File: src/rtl/fetch_pc_gen_pkg.sv
// Shared constants and types for the fetch PC generator: opcodes, widths, fetch FSM states.
package fetch_pc_gen_pkg;
  localparam int unsigned ADDR_W       = 32;
  localparam int unsigned BHT_LR_WIDTH = 8;

  localparam logic [6:0] OPC_BRANCH = 7'b1100011;
  localparam logic [6:0] OPC_JAL    = 7'b1101111;
  localparam logic [6:0] OPC_JALR   = 7'b1100111;

  typedef enum logic [1:0] {
    ST_REQ,
    ST_WAIT,
    ST_HOLD,
    ST_DISCARD
  } fetch_state_e;
endpackage

File: src/rtl/fetch_pc_gen_if.sv
// Fetch-side bundle: i-cache request/response, BHT lookup, instruction-queue push, ROB flush, global enable.
interface fetch_pc_gen_if #(
  parameter int unsigned ADDR_W    = fetch_pc_gen_pkg::ADDR_W,
  parameter int unsigned BHT_IDX_W = fetch_pc_gen_pkg::BHT_LR_WIDTH
);
  logic                 rdy;
  logic                 fetch_req;
  logic [ADDR_W-1:0]    fetch_addr;
  logic                 fetch_valid;
  logic [31:0]          fetch_inst;
  logic [BHT_IDX_W-1:0] bht_id;
  logic                 bht_get;
  logic                 iq_full;
  logic                 iq_push;
  logic [31:0]          iq_inst;
  logic [ADDR_W-1:0]    iq_pc;
  logic                 iq_pred_taken;
  logic [ADDR_W-1:0]    iq_pred_pc;
  logic [BHT_IDX_W-1:0] iq_bht_idx;
  logic                 flush;
  logic [ADDR_W-1:0]    flush_pc;

  modport master (
    input  rdy, fetch_valid, fetch_inst, bht_get, iq_full, flush, flush_pc,
    output fetch_req, fetch_addr, bht_id, iq_push, iq_inst, iq_pc,
           iq_pred_taken, iq_pred_pc, iq_bht_idx
  );

  modport slave (
    output rdy, fetch_valid, fetch_inst, bht_get, iq_full, flush, flush_pc,
    input  fetch_req, fetch_addr, bht_id, iq_push, iq_inst, iq_pc,
           iq_pred_taken, iq_pred_pc, iq_bht_idx
  );
endinterface

File: src/rtl/fetch_pc_gen_branch_predecode.sv
// Combinational predecode of one fetched word: direction guess and predicted next PC.
module fetch_pc_gen_branch_predecode #(
  parameter int unsigned ADDR_W = 32
) (
  input  logic [31:0]       i_inst,
  input  logic [ADDR_W-1:0] i_pc,
  input  logic              i_bht_get,
  output logic              o_taken,
  output logic [ADDR_W-1:0] o_pred_pc
);
  import fetch_pc_gen_pkg::*;

  logic [12:0]       w_imm_b;
  logic [20:0]       w_imm_j;
  logic [ADDR_W-1:0] w_off_b;
  logic [ADDR_W-1:0] w_off_j;

  assign w_imm_b = {i_inst[31], i_inst[7], i_inst[30:25], i_inst[11:8], 1'b0};
  assign w_imm_j = {i_inst[31], i_inst[19:12], i_inst[20], i_inst[30:21], 1'b0};
  assign w_off_b = {{(ADDR_W-13){w_imm_b[12]}}, w_imm_b};
  assign w_off_j = {{(ADDR_W-21){w_imm_j[20]}}, w_imm_j};

  // JALR target depends on a register value, so it is predicted as fall-through.
  always_comb begin
    o_taken   = 1'b0;
    o_pred_pc = i_pc + ADDR_W'(4);
    case (i_inst[6:0])
      OPC_BRANCH: begin
        if (i_bht_get) begin
          o_taken   = 1'b1;
          o_pred_pc = i_pc + w_off_b;
        end
      end
      OPC_JAL: begin
        o_taken   = 1'b1;
        o_pred_pc = i_pc + w_off_j;
      end
      OPC_JALR: begin
        o_taken   = 1'b0;
        o_pred_pc = i_pc + ADDR_W'(4);
      end
      default: ;
    endcase
  end
endmodule

File: src/rtl/fetch_pc_gen.sv
// Fetch-stage PC generator: one i-cache request per instruction, predecode, push to the
// instruction queue and redirect to the predicted PC; ROB flushes restart at flush_pc.
module fetch_pc_gen #(
  parameter int unsigned       ADDR_W    = fetch_pc_gen_pkg::ADDR_W,
  parameter int unsigned       BHT_IDX_W = fetch_pc_gen_pkg::BHT_LR_WIDTH,
  parameter logic [ADDR_W-1:0] RESET_PC  = '0
) (
  input logic             clk,
  input logic             rst,
  fetch_pc_gen_if.master  bus
);
  import fetch_pc_gen_pkg::*;

  fetch_state_e      r_state;
  fetch_state_e      w_state_nx;
  logic [ADDR_W-1:0] r_pc;
  logic [ADDR_W-1:0] w_pc_nx;
  logic [ADDR_W-1:0] r_hold_pc;
  logic [31:0]       r_inst;
  logic              r_hold_valid;
  logic              r_last_taken;
  logic [ADDR_W-1:0] r_last_pred_pc;
  logic              w_taken;
  logic [ADDR_W-1:0] w_pred_pc;
  logic              w_in_hold;
  logic              w_latch;
  logic              w_push;
  logic              w_fetch_req;

  fetch_pc_gen_branch_predecode #(.ADDR_W(ADDR_W)) u_predecode (
    .i_inst    (r_inst),
    .i_pc      (r_hold_pc),
    .i_bht_get (bus.bht_get),
    .o_taken   (w_taken),
    .o_pred_pc (w_pred_pc)
  );

  assign w_in_hold = (r_state == ST_HOLD);

  always_comb begin
    w_state_nx  = r_state;
    w_pc_nx     = r_pc;
    w_latch     = 1'b0;
    w_push      = 1'b0;
    w_fetch_req = 1'b0;
    if (bus.rdy && !rst) begin
      case (r_state)
        ST_REQ: begin
          w_fetch_req = 1'b1;
          w_state_nx  = ST_WAIT;
        end
        ST_WAIT: begin
          if (bus.fetch_valid) begin
            w_latch    = 1'b1;
            w_state_nx = ST_HOLD;
          end
        end
        ST_HOLD: begin
          if (r_hold_valid && !bus.iq_full) begin
            w_push     = 1'b1;
            w_pc_nx    = w_pred_pc;
            w_state_nx = ST_REQ;
          end
        end
        ST_DISCARD: begin
          if (bus.fetch_valid) w_state_nx = ST_REQ;
        end
        default: w_state_nx = ST_REQ;
      endcase
      // Flush wins over everything above. A request already in flight (WAIT/DISCARD with no
      // response this cycle) must still be drained, so those paths park in DISCARD; a response
      // arriving alongside the flush retires that request and fetch can restart immediately.
      if (bus.flush) begin
        w_pc_nx = bus.flush_pc;
        w_latch = 1'b0;
        w_push  = 1'b0;
        if ((r_state == ST_WAIT || r_state == ST_DISCARD) && !bus.fetch_valid)
          w_state_nx = ST_DISCARD;
        else
          w_state_nx = ST_REQ;
      end
    end
  end

  always_ff @(posedge clk) begin
    if (rst) begin
      r_state        <= ST_REQ;
      r_pc           <= RESET_PC;
      r_hold_pc      <= '0;
      r_inst         <= '0;
      r_hold_valid   <= 1'b0;
      r_last_taken   <= 1'b0;
      r_last_pred_pc <= '0;
    end else begin
      r_state <= w_state_nx;
      r_pc    <= w_pc_nx;
      if (w_latch) begin
        r_inst       <= bus.fetch_inst;
        r_hold_pc    <= r_pc;
        r_hold_valid <= 1'b1;
      end else if (w_push || (bus.rdy && bus.flush)) begin
        r_hold_valid <= 1'b0;
      end
      if (bus.rdy && w_in_hold) begin
        r_last_taken   <= w_taken;
        r_last_pred_pc <= w_pred_pc;
      end
    end
  end

  assign bus.fetch_req     = w_fetch_req;
  assign bus.fetch_addr    = r_pc;
  assign bus.bht_id        = r_hold_pc[BHT_IDX_W+1:2];
  assign bus.iq_push       = w_push;
  assign bus.iq_inst       = r_inst;
  assign bus.iq_pc         = r_hold_pc;
  assign bus.iq_pred_taken = w_in_hold ? w_taken : r_last_taken;
  assign bus.iq_pred_pc    = w_in_hold ? w_pred_pc : r_last_pred_pc;
  assign bus.iq_bht_idx    = r_hold_pc[BHT_IDX_W+1:2];
endmodule

File: src/flat_wrapper.sv
// flat-port wrapper written by rule: the top's interface ports become plain ports
module fetch_pc_gen_flat import fetch_pc_gen_pkg::*;
#(
  parameter int unsigned       ADDR_W    = fetch_pc_gen_pkg::ADDR_W,
  parameter int unsigned       BHT_IDX_W = fetch_pc_gen_pkg::BHT_LR_WIDTH,
  parameter logic [ADDR_W-1:0] RESET_PC  = '0
)
  (clk, rst, bus_rdy, bus_fetch_valid, bus_fetch_inst, bus_bht_get, bus_iq_full, bus_flush, bus_flush_pc, bus_fetch_req, bus_fetch_addr, bus_bht_id, bus_iq_push, bus_iq_inst, bus_iq_pc, bus_iq_pred_taken, bus_iq_pred_pc, bus_iq_bht_idx);
  fetch_pc_gen_if #(.ADDR_W(ADDR_W), .BHT_IDX_W(BHT_IDX_W)) bus_i ();
  input logic clk;
  input logic rst;
  input wire logic [$bits(bus_i.rdy)-1:0] bus_rdy;
  input wire logic [$bits(bus_i.fetch_valid)-1:0] bus_fetch_valid;
  input wire logic [$bits(bus_i.fetch_inst)-1:0] bus_fetch_inst;
  input wire logic [$bits(bus_i.bht_get)-1:0] bus_bht_get;
  input wire logic [$bits(bus_i.iq_full)-1:0] bus_iq_full;
  input wire logic [$bits(bus_i.flush)-1:0] bus_flush;
  input wire logic [$bits(bus_i.flush_pc)-1:0] bus_flush_pc;
  output wire logic [$bits(bus_i.fetch_req)-1:0] bus_fetch_req;
  output wire logic [$bits(bus_i.fetch_addr)-1:0] bus_fetch_addr;
  output wire logic [$bits(bus_i.bht_id)-1:0] bus_bht_id;
  output wire logic [$bits(bus_i.iq_push)-1:0] bus_iq_push;
  output wire logic [$bits(bus_i.iq_inst)-1:0] bus_iq_inst;
  output wire logic [$bits(bus_i.iq_pc)-1:0] bus_iq_pc;
  output wire logic [$bits(bus_i.iq_pred_taken)-1:0] bus_iq_pred_taken;
  output wire logic [$bits(bus_i.iq_pred_pc)-1:0] bus_iq_pred_pc;
  output wire logic [$bits(bus_i.iq_bht_idx)-1:0] bus_iq_bht_idx;
  assign bus_i.rdy = bus_rdy;
  assign bus_i.fetch_valid = bus_fetch_valid;
  assign bus_i.fetch_inst = bus_fetch_inst;
  assign bus_i.bht_get = bus_bht_get;
  assign bus_i.iq_full = bus_iq_full;
  assign bus_i.flush = bus_flush;
  assign bus_i.flush_pc = bus_flush_pc;
  assign bus_fetch_req = bus_i.fetch_req;
  assign bus_fetch_addr = bus_i.fetch_addr;
  assign bus_bht_id = bus_i.bht_id;
  assign bus_iq_push = bus_i.iq_push;
  assign bus_iq_inst = bus_i.iq_inst;
  assign bus_iq_pc = bus_i.iq_pc;
  assign bus_iq_pred_taken = bus_i.iq_pred_taken;
  assign bus_iq_pred_pc = bus_i.iq_pred_pc;
  assign bus_iq_bht_idx = bus_i.iq_bht_idx;
  fetch_pc_gen #(.ADDR_W(ADDR_W), .BHT_IDX_W(BHT_IDX_W), .RESET_PC(RESET_PC)) u_core (.clk(clk), .rst(rst), .bus(bus_i));
endmodule
File: config.mk
export PLATFORM = sky130hd
export DESIGN_NAME = fetch_pc_gen_flat
export DESIGN_NICKNAME = d
export VERILOG_FILES = /design/src/rtl/fetch_pc_gen_pkg.sv /design/src/rtl/fetch_pc_gen_if.sv /design/src/rtl/fetch_pc_gen_branch_predecode.sv /design/src/rtl/fetch_pc_gen.sv /design/src/flat_wrapper.sv
export SDC_FILE = /design/constraint.sdc
export NUM_CORES = 1
export LEC_CHECK = 0
export CAP_MARGIN = 0
export CORE_UTILIZATION = 57
export CTS_BUF_LIST = sky130_fd_sc_hd__clkbuf_4 sky130_fd_sc_hd__clkbuf_8
export DETAILED_ROUTE_END_ITERATION = 8
export PLACE_DENSITY = 0.85
export SYNTH_ARGS = -nofsm -noshare
export SYNTH_HDL_FRONTEND = slang
export SYNTH_HIERARCHICAL = 1
export SYNTH_SLANG_ARGS = --single-unit
File: constraint.sdc
create_clock -name clk -period 10.3 [get_ports clk]
set_clock_uncertainty 0.1 [all_clocks]
set_input_delay 2.06 -clock clk [delete_from_list [all_inputs] [get_ports clk]]
set_output_delay 2.06 -clock clk [all_outputs]
set_load 0.1 [all_outputs]
==> PnR_summary.wiki <==
{| class="wikitable"
! Metric !! Value
|-
| Run status || complete, no violations
|-
| Min cycle time layout || 8.34 ns
|-
| Share of post-route cells with drive strength above 1 || 0.0835
|-
| IO Count || 218
|-
| Met2 demand-to-capacity share in global routing || 0.600
|-
| Relative contribution of sequential cells to total power || 0.445
|-
| Sequential cell area || 0.00264 mm2
|-
| Portion of netlist area occupied by mux cells || 0.0504
|-
| Static leakage power || 4.35 nW
|-
| Arrival time of data at the critical path endpoint || 6.18 ns
|-
| Endpoint class of the critical path || output pin
|-
| Commonest register cell after synthesis || sky130_fd_sc_hd__dfxtp_1
|-
| Pre-CTS WS || 2.11 ns
|-
| Diodes inserted || 0
|-
| Portion of the post-synthesis area used by sequential elements || 0.282
|-
| Nets in the synthesized netlist || 1286
|-
| Number of setup violations in the final report || 0
|-
| Number of buffers created by CTS || 17
|-
| Cell area reported after detailed placement || 0.0114 mm2
|-
| Die area || 0.0170 mm2
|-
| Routability Congestion || 0.988
|-
| Setup ws final || 1.96 ns
|-
| Fin area || 0.0118 mm2
|-
| Max stage delay on crit path || 1.12 ns
|-
| Switching power of the nets || 0.365 mW
|-
| Hold path depth || 2
|-
| # rows || 46
|-
| Starting Density || 0.587
|-
| Count of TritonRoute iterations in the first routing pass || 7
|-
| Post-Syn Area per Cell || 8.03 um2
|-
| Flop2flop setup slack || 6.00 ns
|-
| Final-layout setup total negative slack || 0 ns
|-
| Slowest library cell on the worst path || sky130_fd_sc_hd__clkdlybuf4s50_1
|-
| X dimension of the die || 130 um
|-
| Initial DRC Count || 1212
|-
| Total GRT Usage || 0.407
|-
| Fraction of synthesis flops using an asynchronous set or reset pin || 0
|-
| Hold Crit Start || u_core/r_last_pred_pc[4]$_SDFFE_PP0P_
|-
| Worst slew margin relative to its limit || 0.216
|-
| Final wirelength || 34.7 mm
|-
| Tightest Hold Check Type || reg -> reg
|-
| Worst hold-check slack || 0.358 ns
|-
| Largest family of logic cells by synthesized area || compound AO/OA/AOI/OAI gates
|-
| Skew-Pair Late Insertion Delay || 0.46 ns
|-
| Final global-route overflow total || 0
|-
| Origin of the critical flop-to-flop path || u_core/bus.iq_inst[31]$_SDFFE_PP0P_
|-
| Family with the most delay on the worst path || buffers and inverters
|-
| Setup Fix Bufs, Post-CTS || 0
|-
| Share of total power in the clock network || 0.412
|-
| Number of antenna violations at the first check in global routing || 0
|-
| Share of synthesized cell area in full adder, half adder and majority cells || 0.0629
|-
| Cell count after placement || 1515
|-
| Resized cells post-CTS || 0
|-
| Required time of the worst setup path || 8.14 ns
|-
| Final Hold Viols || 0
|-
| Count of warnings emitted by yosys || 6
|-
| Final Total Pwr || 1.18 mW
|-
| Total of max-cap violations || 0
|-
| Areal power density over the cells || 100 mW/mm2
|-
| Part of the power in combinational logic || 0.143
|-
| Area share of the largest cell type after synthesis || 0.282
|-
| Worst IR Drop VDD || 0.000113 V
|-
| Reg-to-Reg End || u_core/bus.fetch_addr[25]$_SDFFE_PP0P_
|-
| Max-slew violations || 0
|-
| CTS tree || done
|-
| FILL cells || 1273
|-
| Final instance count without filler cells || 1546
|-
| Critical path cell sequence || clkdlybuf4s50_1, inv_1, nor2_1, buf_4, nor2_2, buf_4, o22ai_1, a211oi_1, o31ai_1, mux2_2, clkdlybuf4s50_1
|-
| Cell taking the most area after synthesis || sky130_fd_sc_hd__dfxtp_1
|-
| Estimated wirelength of the detail-placed design || 25.0 mm
|-
| Register bit count reported by yosys || 132
|-
| Final nets || 1435
|-
| Synthesized-area fraction occupied by ao, oa, aoi and oai cells || 0.295
|-
| Count of different cell masters after synthesis || 87
|-
| Sink count of the clock tree || 132
|-
| Critical path fanouts, max || 16
|-
| Met1 demand-to-capacity share in global routing || 0.576
|-
| Period Utilization, post-route || 0.810
|-
| Achievable frequency || 120 MHz
|-
| Die Y-Extent || 130 um
|-
| Cells on worst reg2reg path || 11
|-
| Maximum number of pins on one net before global-route repair || 67
|-
| Critical path startpoint category || input port
|-
| Drt drc || 0
|-
| Number of buffers and inverters on the critical path || 5
|-
| Layout Area Growth over Synthesis || 25.5%
|-
| Synth Cell Area || 0.00939 mm2
|-
| Proportion of total power due to net switching || 0.309
|-
| Vias || 10200
|-
| Met3 Usage GRT || 0.125
|-
| Vias in the first global route || 9331
|-
| Power Internal || 0.818 mW
|-
| Gate Count Post-Synth || 1169
|-
| Maximum root-to-sink buffer count || 2
|-
| Slew at the pin closest to its max-slew limit || 1.18 ns
|-
| Total area of multi-input combinational cells || 0.00607 mm2
|-
| Synth Area in Simple Gates || 0.189
|-
| Register clock-pin slew on the reported worst setup and hold paths || 0.09 ns
|-
| Via-to-Cell Ratio || 6.62
|-
| Type of the worst setup path || in -> out
|-
| H-tree levels || 4
|-
| Core Util, Final || 0.736
|-
| Post-CTS Hold Buffers || 0
|-
| Std-Cell Core Area || 0.0160 mm2
|-
| First-pass GRT wire length || 52.0 mm
|-
| Top post-synthesis cells by area || sky130_fd_sc_hd__dfxtp_1, sky130_fd_sc_hd__nand2_1, sky130_fd_sc_hd__ha_1
|-
| Layer with the highest usage after global routing || met2
|-
| Unrepaired setup endpoints after global routing || false
|-
| Post-DRT Antenna Nets || 0
|-
| Number of flops mapped to enable cells by yosys || 0
|-
| Count of buffers from port buffering || 217
|-
| Endpoint with the worst hold slack || u_core/r_last_pred_pc[4]$_SDFFE_PP0P_
|-
| Fraction of synthesized cell area in xor and xnor cells || 0.0504
|-
| Wire length per cell || 22.5 um
|-
| Root buffer cell || sky130_fd_sc_hd__clkbuf_8
|}
==> worst max path at each step <==
stage | depth (start not counted) | startpoint | endpoint
finish | 11 | bus_bht_get | bus_iq_pred_pc[24]
global route | 11 | bus_bht_get | bus_iq_pred_pc[24]
CTS | 11 | bus_bht_get | bus_iq_pred_pc[24]
detailed placement | 11 | bus_bht_get | bus_iq_pred_pc[24]
global placement | 11 | bus_bht_get | bus_iq_pred_pc[24]
floorplan | 4 | bus_rdy | bus_fetch_req
==> registers in the layout, indices dropped and copies added (netlist names) <==
name,flops
u_core/bus.fetch_addr,32
u_core/bus.iq_inst,32
u_core/bus.iq_pc,32
u_core/r_hold_valid,1
u_core/r_last_pred_pc,32
u_core/r_last_taken,1
u_core/r_state,2
==> power by group through the flow <==
stage,clock [mW],combinational (mW),sequential (mW)
finish,0.487,0.170,0.526
global route,0.511,0.176,0.527
CTS,0.487,0.168,0.526
detailed placement,0,0.167,0.538
global placement,0,0.166,0.537
floorplan,0,0.0575,0.589
==> cell usage in the layout (no fill, tap or decap), types with 6 or more instances in the layout <==
master and instances:
sky130_fd_sc_hd__dfxtp_1 132, sky130_fd_sc_hd__a21o_1 13, sky130_fd_sc_hd__a32oi_1 34, sky130_fd_sc_hd__clkbuf_8 17, sky130_fd_sc_hd__mux2i_1 9, sky130_fd_sc_hd__inv_1 23, sky130_fd_sc_hd__a31o_1 28, sky130_fd_sc_hd__o211ai_1 42
sky130_fd_sc_hd__mux2_2 34, sky130_fd_sc_hd__nor4_1 7, sky130_fd_sc_hd__nand4_1 20, sky130_fd_sc_hd__buf_4 14, sky130_fd_sc_hd__o22ai_1 9, sky130_fd_sc_hd__xor2_1 23, sky130_fd_sc_hd__xnor2_1 31, sky130_fd_sc_hd__a21oi_1 82
sky130_fd_sc_hd__ha_1 44, sky130_fd_sc_hd__clkdlybuf4s50_1 217, sky130_fd_sc_hd__o21bai_1 8, sky130_fd_sc_hd__o21ai_0 76, sky130_fd_sc_hd__o221ai_1 6, sky130_fd_sc_hd__and3_1 36, sky130_fd_sc_hd__a211oi_1 8, sky130_fd_sc_hd__nand2b_1 8
sky130_fd_sc_hd__o21ai_1 42, sky130_fd_sc_hd__nand2_1 161, sky130_fd_sc_hd__nand3_1 17, sky130_fd_sc_hd__nor2_1 54, sky130_fd_sc_hd__a22oi_1 8, sky130_fd_sc_hd__nor3_1 11
==> worst register-to-register path, stage by stage, from the launching register on <==
cell and delay, ns:
sky130_fd_sc_hd__dfxtp_1 1.05, sky130_fd_sc_hd__ha_1 0.46, sky130_fd_sc_hd__a21oi_1 0.21, sky130_fd_sc_hd__o21ai_0 0.13, sky130_fd_sc_hd__a31oi_1 0.24, sky130_fd_sc_hd__nor2_1 0.08, sky130_fd_sc_hd__o41ai_2 0.55, sky130_fd_sc_hd__o22ai_1 0.22
sky130_fd_sc_hd__nor3b_1 0.18, sky130_fd_sc_hd__or4_1 0.51, sky130_fd_sc_hd__a32oi_1 0.27, sky130_fd_sc_hd__o21ai_0 0.13
==> cells by family after synthesis <==
group / count (synthesis)
AOI/OAI and AO/OA: 409
and+or+nand+nor: 359
DFF: 132
buffers and inverters: 126
xor gates and xnor gates: 54
adders and majority gates: 46
muxes: 43
==> per-layer routing <==
metal / part of all wire / wire [um] / vias up
li1: - / - / 4634
met1: 0.42 / 14700 / 4828
met2: 0.42 / 14600 / 714
met3: 0.14 / 4820 / 61
met4: 0.016 / 568 / 0
met5: 0 / 0 / -
==> area by class of cell <==
cell class | instances | share of cell area
Multi-Input combinational cell | 911 | 0.516
Sequential cell | 132 | 0.224
Timing Repair Buffer | 231 | 0.193
Tap cell | 216 | 0.0229
Clock buffer | 17 | 0.0199
Clock inverter | 14 | 0.0160
Inverter | 25 | 0.00797
==> cells in the mapped netlist (11+ instances only) <==
master and count:
sky130_fd_sc_hd__nand3_1 17, sky130_fd_sc_hd__mux2_2 34, sky130_fd_sc_hd__inv_1 23, sky130_fd_sc_hd__o21ai_1 42
sky130_fd_sc_hd__a32oi_1 34, sky130_fd_sc_hd__buf_4 31, sky130_fd_sc_hd__ha_1 44, sky130_fd_sc_hd__a21oi_1 82
sky130_fd_sc_hd__nand2_1 161, sky130_fd_sc_hd__o21ai_0 76, sky130_fd_sc_hd__a21o_1 13, sky130_fd_sc_hd__a31o_1 28
sky130_fd_sc_hd__o211ai_1 42, sky130_fd_sc_hd__nor2_1 54, sky130_fd_sc_hd__buf_2 27, sky130_fd_sc_hd__xor2_1 23
sky130_fd_sc_hd__xnor2_1 31, sky130_fd_sc_hd__nand4_1 20, sky130_fd_sc_hd__clkbuf_1 32, sky130_fd_sc_hd__and3_1 36
sky130_fd_sc_hd__nor3_1 11, sky130_fd_sc_hd__dfxtp_1 132
No activity file was read; power rests on OpenSTA's default activity.
==> RTL edit 1: new RTL, config.mk and constraints unchanged <==
`ADDR_W` is set to 32 in 2 places; all go to 28.
--- a/src/rtl/fetch_pc_gen_pkg.sv
+++ b/src/rtl/fetch_pc_gen_pkg.sv
@@ -1,5 +1,5 @@
 // Shared constants and types for the fetch PC generator: opcodes, widths, fetch FSM states.
 package fetch_pc_gen_pkg;
-  localparam int unsigned ADDR_W       = 32;
+  localparam int unsigned ADDR_W       = 28;
   localparam int unsigned BHT_LR_WIDTH = 8;
 
--- a/src/rtl/fetch_pc_gen_branch_predecode.sv
+++ b/src/rtl/fetch_pc_gen_branch_predecode.sv
@@ -1,5 +1,5 @@
 // Combinational predecode of one fetched word: direction guess and predicted next PC.
 module fetch_pc_gen_branch_predecode #(
-  parameter int unsigned ADDR_W = 32
+  parameter int unsigned ADDR_W = 28
 ) (
   input  logic [31:0]       i_inst,
Interface: changed (resized bus_fetch_addr, bus_flush_pc, bus_iq_pc and bus_iq_pred_pc); port bits go from 218 to 202. No check against the original RTL was run, so the function may have changed too.
==> RTL edit 1 against the original RTL <==
The run now ends with DRC left; cell area is 12% lower; worst hold slack worse by 2.4 ps; area after synthesis is 13% lower; wire length is 23% lower; setup slack better by 610 ps; count of clock-buffer cells in the layout is 1 higher; cell count is 11% lower; register-to-register slack better by 290 ps; sequential power is 9.7% lower; clock power is 6.8% lower; sequential cell count is 12 lower; total power is 13% lower; combinational power is 38% lower.
==> RTL edit 1: results (changes against the original RTL) <==
gp_congestion: 0.948  # was 0.988
grt_first_pass_wirelength_um: 41400  # was 52000 um
largest_reg_flops: 32
clock.fmax_ghz: 0.129  # was 0.120 GHz
regToRegSetupSlack_ps: 6290  # was 6000 ps
post-cts-setup-buffers: 0  # unchanged
worstSetupEndpoint: "bus_iq_pred_pc[23]"  # was bus_iq_pred_pc[24]
clk_latency_ps: 440  # was 460 ps
synth_common_cells: "nand2_1, a21oi_1, dfxtp_1, nor2_1, ha_1"  # was nand2_1, dfxtp_1, a21oi_1, o21ai_0, nor2_1
clk_pin_slew_ps: 80
ys_top_cells_by_area: "dfxtp_1, nand2_1, a21oi_1"  # was dfxtp_1, nand2_1, ha_1
p_leak_nw: 3.86  # was 4.35 nW
yosysSeqAreaShare: 0.294  # was 0.282
synth_flop_cell: "dfxtp_1"  # unchanged
holdCritPathClass: "flip-flop to flip-flop"  # unchanged
postPlaceCellArea_um2: 9970  # was 11400 um^2
drive_gt1_frac: 0.0757  # was 0.0835
drc_errors: 1  # was 0
violations: "DRC"
setup_tns_ps: 0  # unchanged
path_delay_family: "buffers and inverters"  # unchanged
cts_made_buffers: 17  # unchanged
first_pass_iters: 9  # was 7
ys_warn_count: 6  # unchanged
vias_per_cell: 6.31  # was 6.62
area.growth.synth_to_final_pct: 27.1  # was 25.5%
cts_root_buffer: "clkbuf_8"  # unchanged
nets: 1299  # was 1435
synth_cells: 1044  # was 1169
synth_cell_type_count: 73  # was 87
antenna_found_initial: 0  # unchanged
status: "finished with violations"  # was completed
worstHoldPathCells: 2  # unchanged
ir_drop_mv: 0.112  # was 0.113 mV
ctsResizeCount: 0  # unchanged
drt_wl_total_um: 26700  # was 34700 um
num_vias: 8719  # was 10200
whs_ps: 356  # was 358 ps
grt_pass1_vias: 8243  # was 9331
cts_buffer_depth: 2  # unchanged
maxSlewHeadroom: 0.222  # was 0.216
portBuffers: 201  # was 217
cts_max_level: 4  # unchanged
track_usage: 0.359  # was 0.407
cp_max_fo: 18  # was 16
pre_cts_ws_ps: 2700  # was 2110 ps
grt_max_degree: 101  # was 67
fillers: 1067  # was 1273
drtIter0Drc: 963  # was 1212
syn-num-nets: 1153  # was 1286
dp_cells: 1351  # was 1515
hpwlAfterDp_um: 18800  # was 25000 um
mostFrequentLayoutCell: "nand2_1"  # was clkdlybuf4s50_1
slowest_delay_ps: 1120  # about the same
-- RTL edit 1: layout make-up --
| class | count | area share |
|---|---|---|
| multi-input cells | 825 | 0.501 |
| clock buffers | 18 | 0.0238 |
| clock inverters | 13 | 0.0164 |
| well taps | 180 | 0.0217 |
| repair buffers | 210 | 0.200 |
| inverters | 16 | 0.00578 |
| flip-flops and latches | 120 | 0.231 |
-- RTL edit 1: logic make-up after synthesis --
kind of cell,count (synthesis),synth area share
fa+ha+maj,42,0.0661
buf+inv,99,0.0694
simple gates,387,0.215
xor+xnor,52,0.0557
flops,120,0.294
compound gates,310,0.253
mux,34,0.0462
-- RTL edit 1: report_power, final --
group / total [mW] / switching, mW / internal (mW)
Sequential: 0.475 / 0.00588 / 0.469
Clock: 0.454 / 0.206 / 0.247
Combinational: 0.106 / 0.0665 / 0.0400
Total: 1.03 / 0.279 / 0.756
-- RTL edit 1: worst min path at each step --
stage                                         start                         to
final                     u_core/r_last_pred_pc[22]  u_core/r_last_pred_pc[22]
after global routing       u_core/r_last_pred_pc[0]   u_core/r_last_pred_pc[0]
after detailed placement  u_core/r_last_pred_pc[22]  u_core/r_last_pred_pc[22]
after floorplan            u_core/r_last_pred_pc[0]   u_core/r_last_pred_pc[0]
after CTS                 u_core/r_last_pred_pc[22]  u_core/r_last_pred_pc[22]
after global placement    u_core/r_last_pred_pc[23]  u_core/r_last_pred_pc[23]
-- RTL edit 1: tightest hold or removal path, stage by stage, from the launching register on --
cell and delay (ps):
dfxtp_1 310, nand2_1 50, a21oi_1 50
-- RTL edit 1: routing by layer --
metal  vias to the layer above  wire length [um]  GRT usage
met4                         0              1440      0.241
met3                       107              1820     0.0562
met2                       457             13200      0.611
met1                      4114             10300      0.415
met5                         -                 0          0
li1                       4041                 -          -
==> RTL edit 2: new RTL, config.mk and constraints unchanged <==
Made on the original files. Put a register stage on the output `bus.iq_pred_pc`, without a reset. The value now appears one clock later.
--- a/src/rtl/fetch_pc_gen.sv
+++ b/src/rtl/fetch_pc_gen.sv
@@ -116,5 +116,7 @@
   assign bus.iq_pc         = r_hold_pc;
   assign bus.iq_pred_taken = w_in_hold ? w_taken : r_last_taken;
-  assign bus.iq_pred_pc    = w_in_hold ? w_pred_pc : r_last_pred_pc;
+  always_ff @(posedge clk) begin
+    bus.iq_pred_pc <= w_in_hold ? w_pred_pc : r_last_pred_pc;
+  end
   assign bus.iq_bht_idx    = r_hold_pc[BHT_IDX_W+1:2];
 endmodule
Formal check against the unedited RTL: not equivalent (Yosys sat finds a counterexample within 4 cycles, from zero or initial values and one cycle with rst high).
==> RTL edit 2 against the original RTL <==
Setup slack improved by 770 ps; wire length increased by 0.48%; highest routed layer unchanged; maximum frequency increased by 10%; area after synthesis increased by 9.3%; register-to-register slack improved by 250 ps; cell area increased by 7.7%; total power increased by 13%; non-clock buffer count decreased by 1; sequential cell count increased by 32; first-iteration DRC count increased by 3.3%.
==> RTL edit 2: results (changes against the original RTL) <==
cp_max_fo: 72  # was 16
synth_cell_type_count: 74  # was 87
grt_max_degree: 76  # was 67
vias_per_cell: 6.54  # was 6.62
ys_top_cells_by_area: "dfxtp_1, a21oi_1, nand3_1"  # was dfxtp_1, nand2_1, ha_1
inverters: 23  # was 25
drt_wl_total_um: 34900  # was 34700 um
status: "completed"  # unchanged
buffers: 230  # was 231
hpwlAfterDp_um: 24800  # was 25000 um
pre_cts_ws_ps: 2780  # was 2110 ps
cts.sinks: 164  # was 132
final_util: 0.729  # was 0.736
dp_cells: 1635  # was 1515
slowest_delay_ps: 1200  # was 1120 ps
sh_seq_area: 0.259  # was 0.224
routed-wl-met2_um: 15600  # was 14600 um
p_leak_nw: 4.49  # was 4.35 nW
met3_usage: 0.0921  # was 0.125
fillers: 1397  # was 1273
synth-compound-area-share: 0.270  # was 0.295
synth_cells: 1299  # was 1169
synth_common_cells: "a21oi_1, dfxtp_1, nand2_1, nand3_1, o21ai_0"  # was nand2_1, dfxtp_1, a21oi_1, o21ai_0, nor2_1
drive_gt1_frac: 0.0728  # was 0.0835
synthMuxAreaShare: 0.0482  # was 0.0504
ir_drop_mv: 0.102  # was 0.113 mV
nonClkBufAreaFrac: 0.178  # was 0.193
clock_area_frac: 0.0328  # was 0.0359
synth_fa_ha_area_frac: 0.0576  # was 0.0629
-- RTL edit 2: cell count changes after synthesis, moves of 33 or more --
cell      unedited run  this run
o21ai_1             42         8
a21oi_1             82       178
nand3_1             17       116
o21ai_0             76       109
clkbuf_1            32        73
o211ai_1            42         6
nand2_1            161       123
-- RTL edit 2: where the power goes --
group          internal (mW)  total [mW]  switching (mW)
Combinational         0.0617       0.196           0.134
Sequential             0.644       0.660          0.0157
Clock                  0.187       0.484           0.297
Total                  0.893        1.34           0.446
-- RTL edit 2: worst paths after layout --
check                            start                         to  slack [ps]
max reg2reg     u_core/bus.iq_inst[21]  u_core/bus.fetch_addr[27]        6250
min          u_core/r_last_pred_pc[19]  u_core/r_last_pred_pc[19]         360
max                            bus_rdy              bus_fetch_req        2730
min reg2reg  u_core/r_last_pred_pc[19]  u_core/r_last_pred_pc[19]         360
-- RTL edit 2: worst min-delay path: cells and delay by family (launching register included) --
family	cells	cell delay, ps
flops	1	320
simple gates	1	50
compound gates	1	50
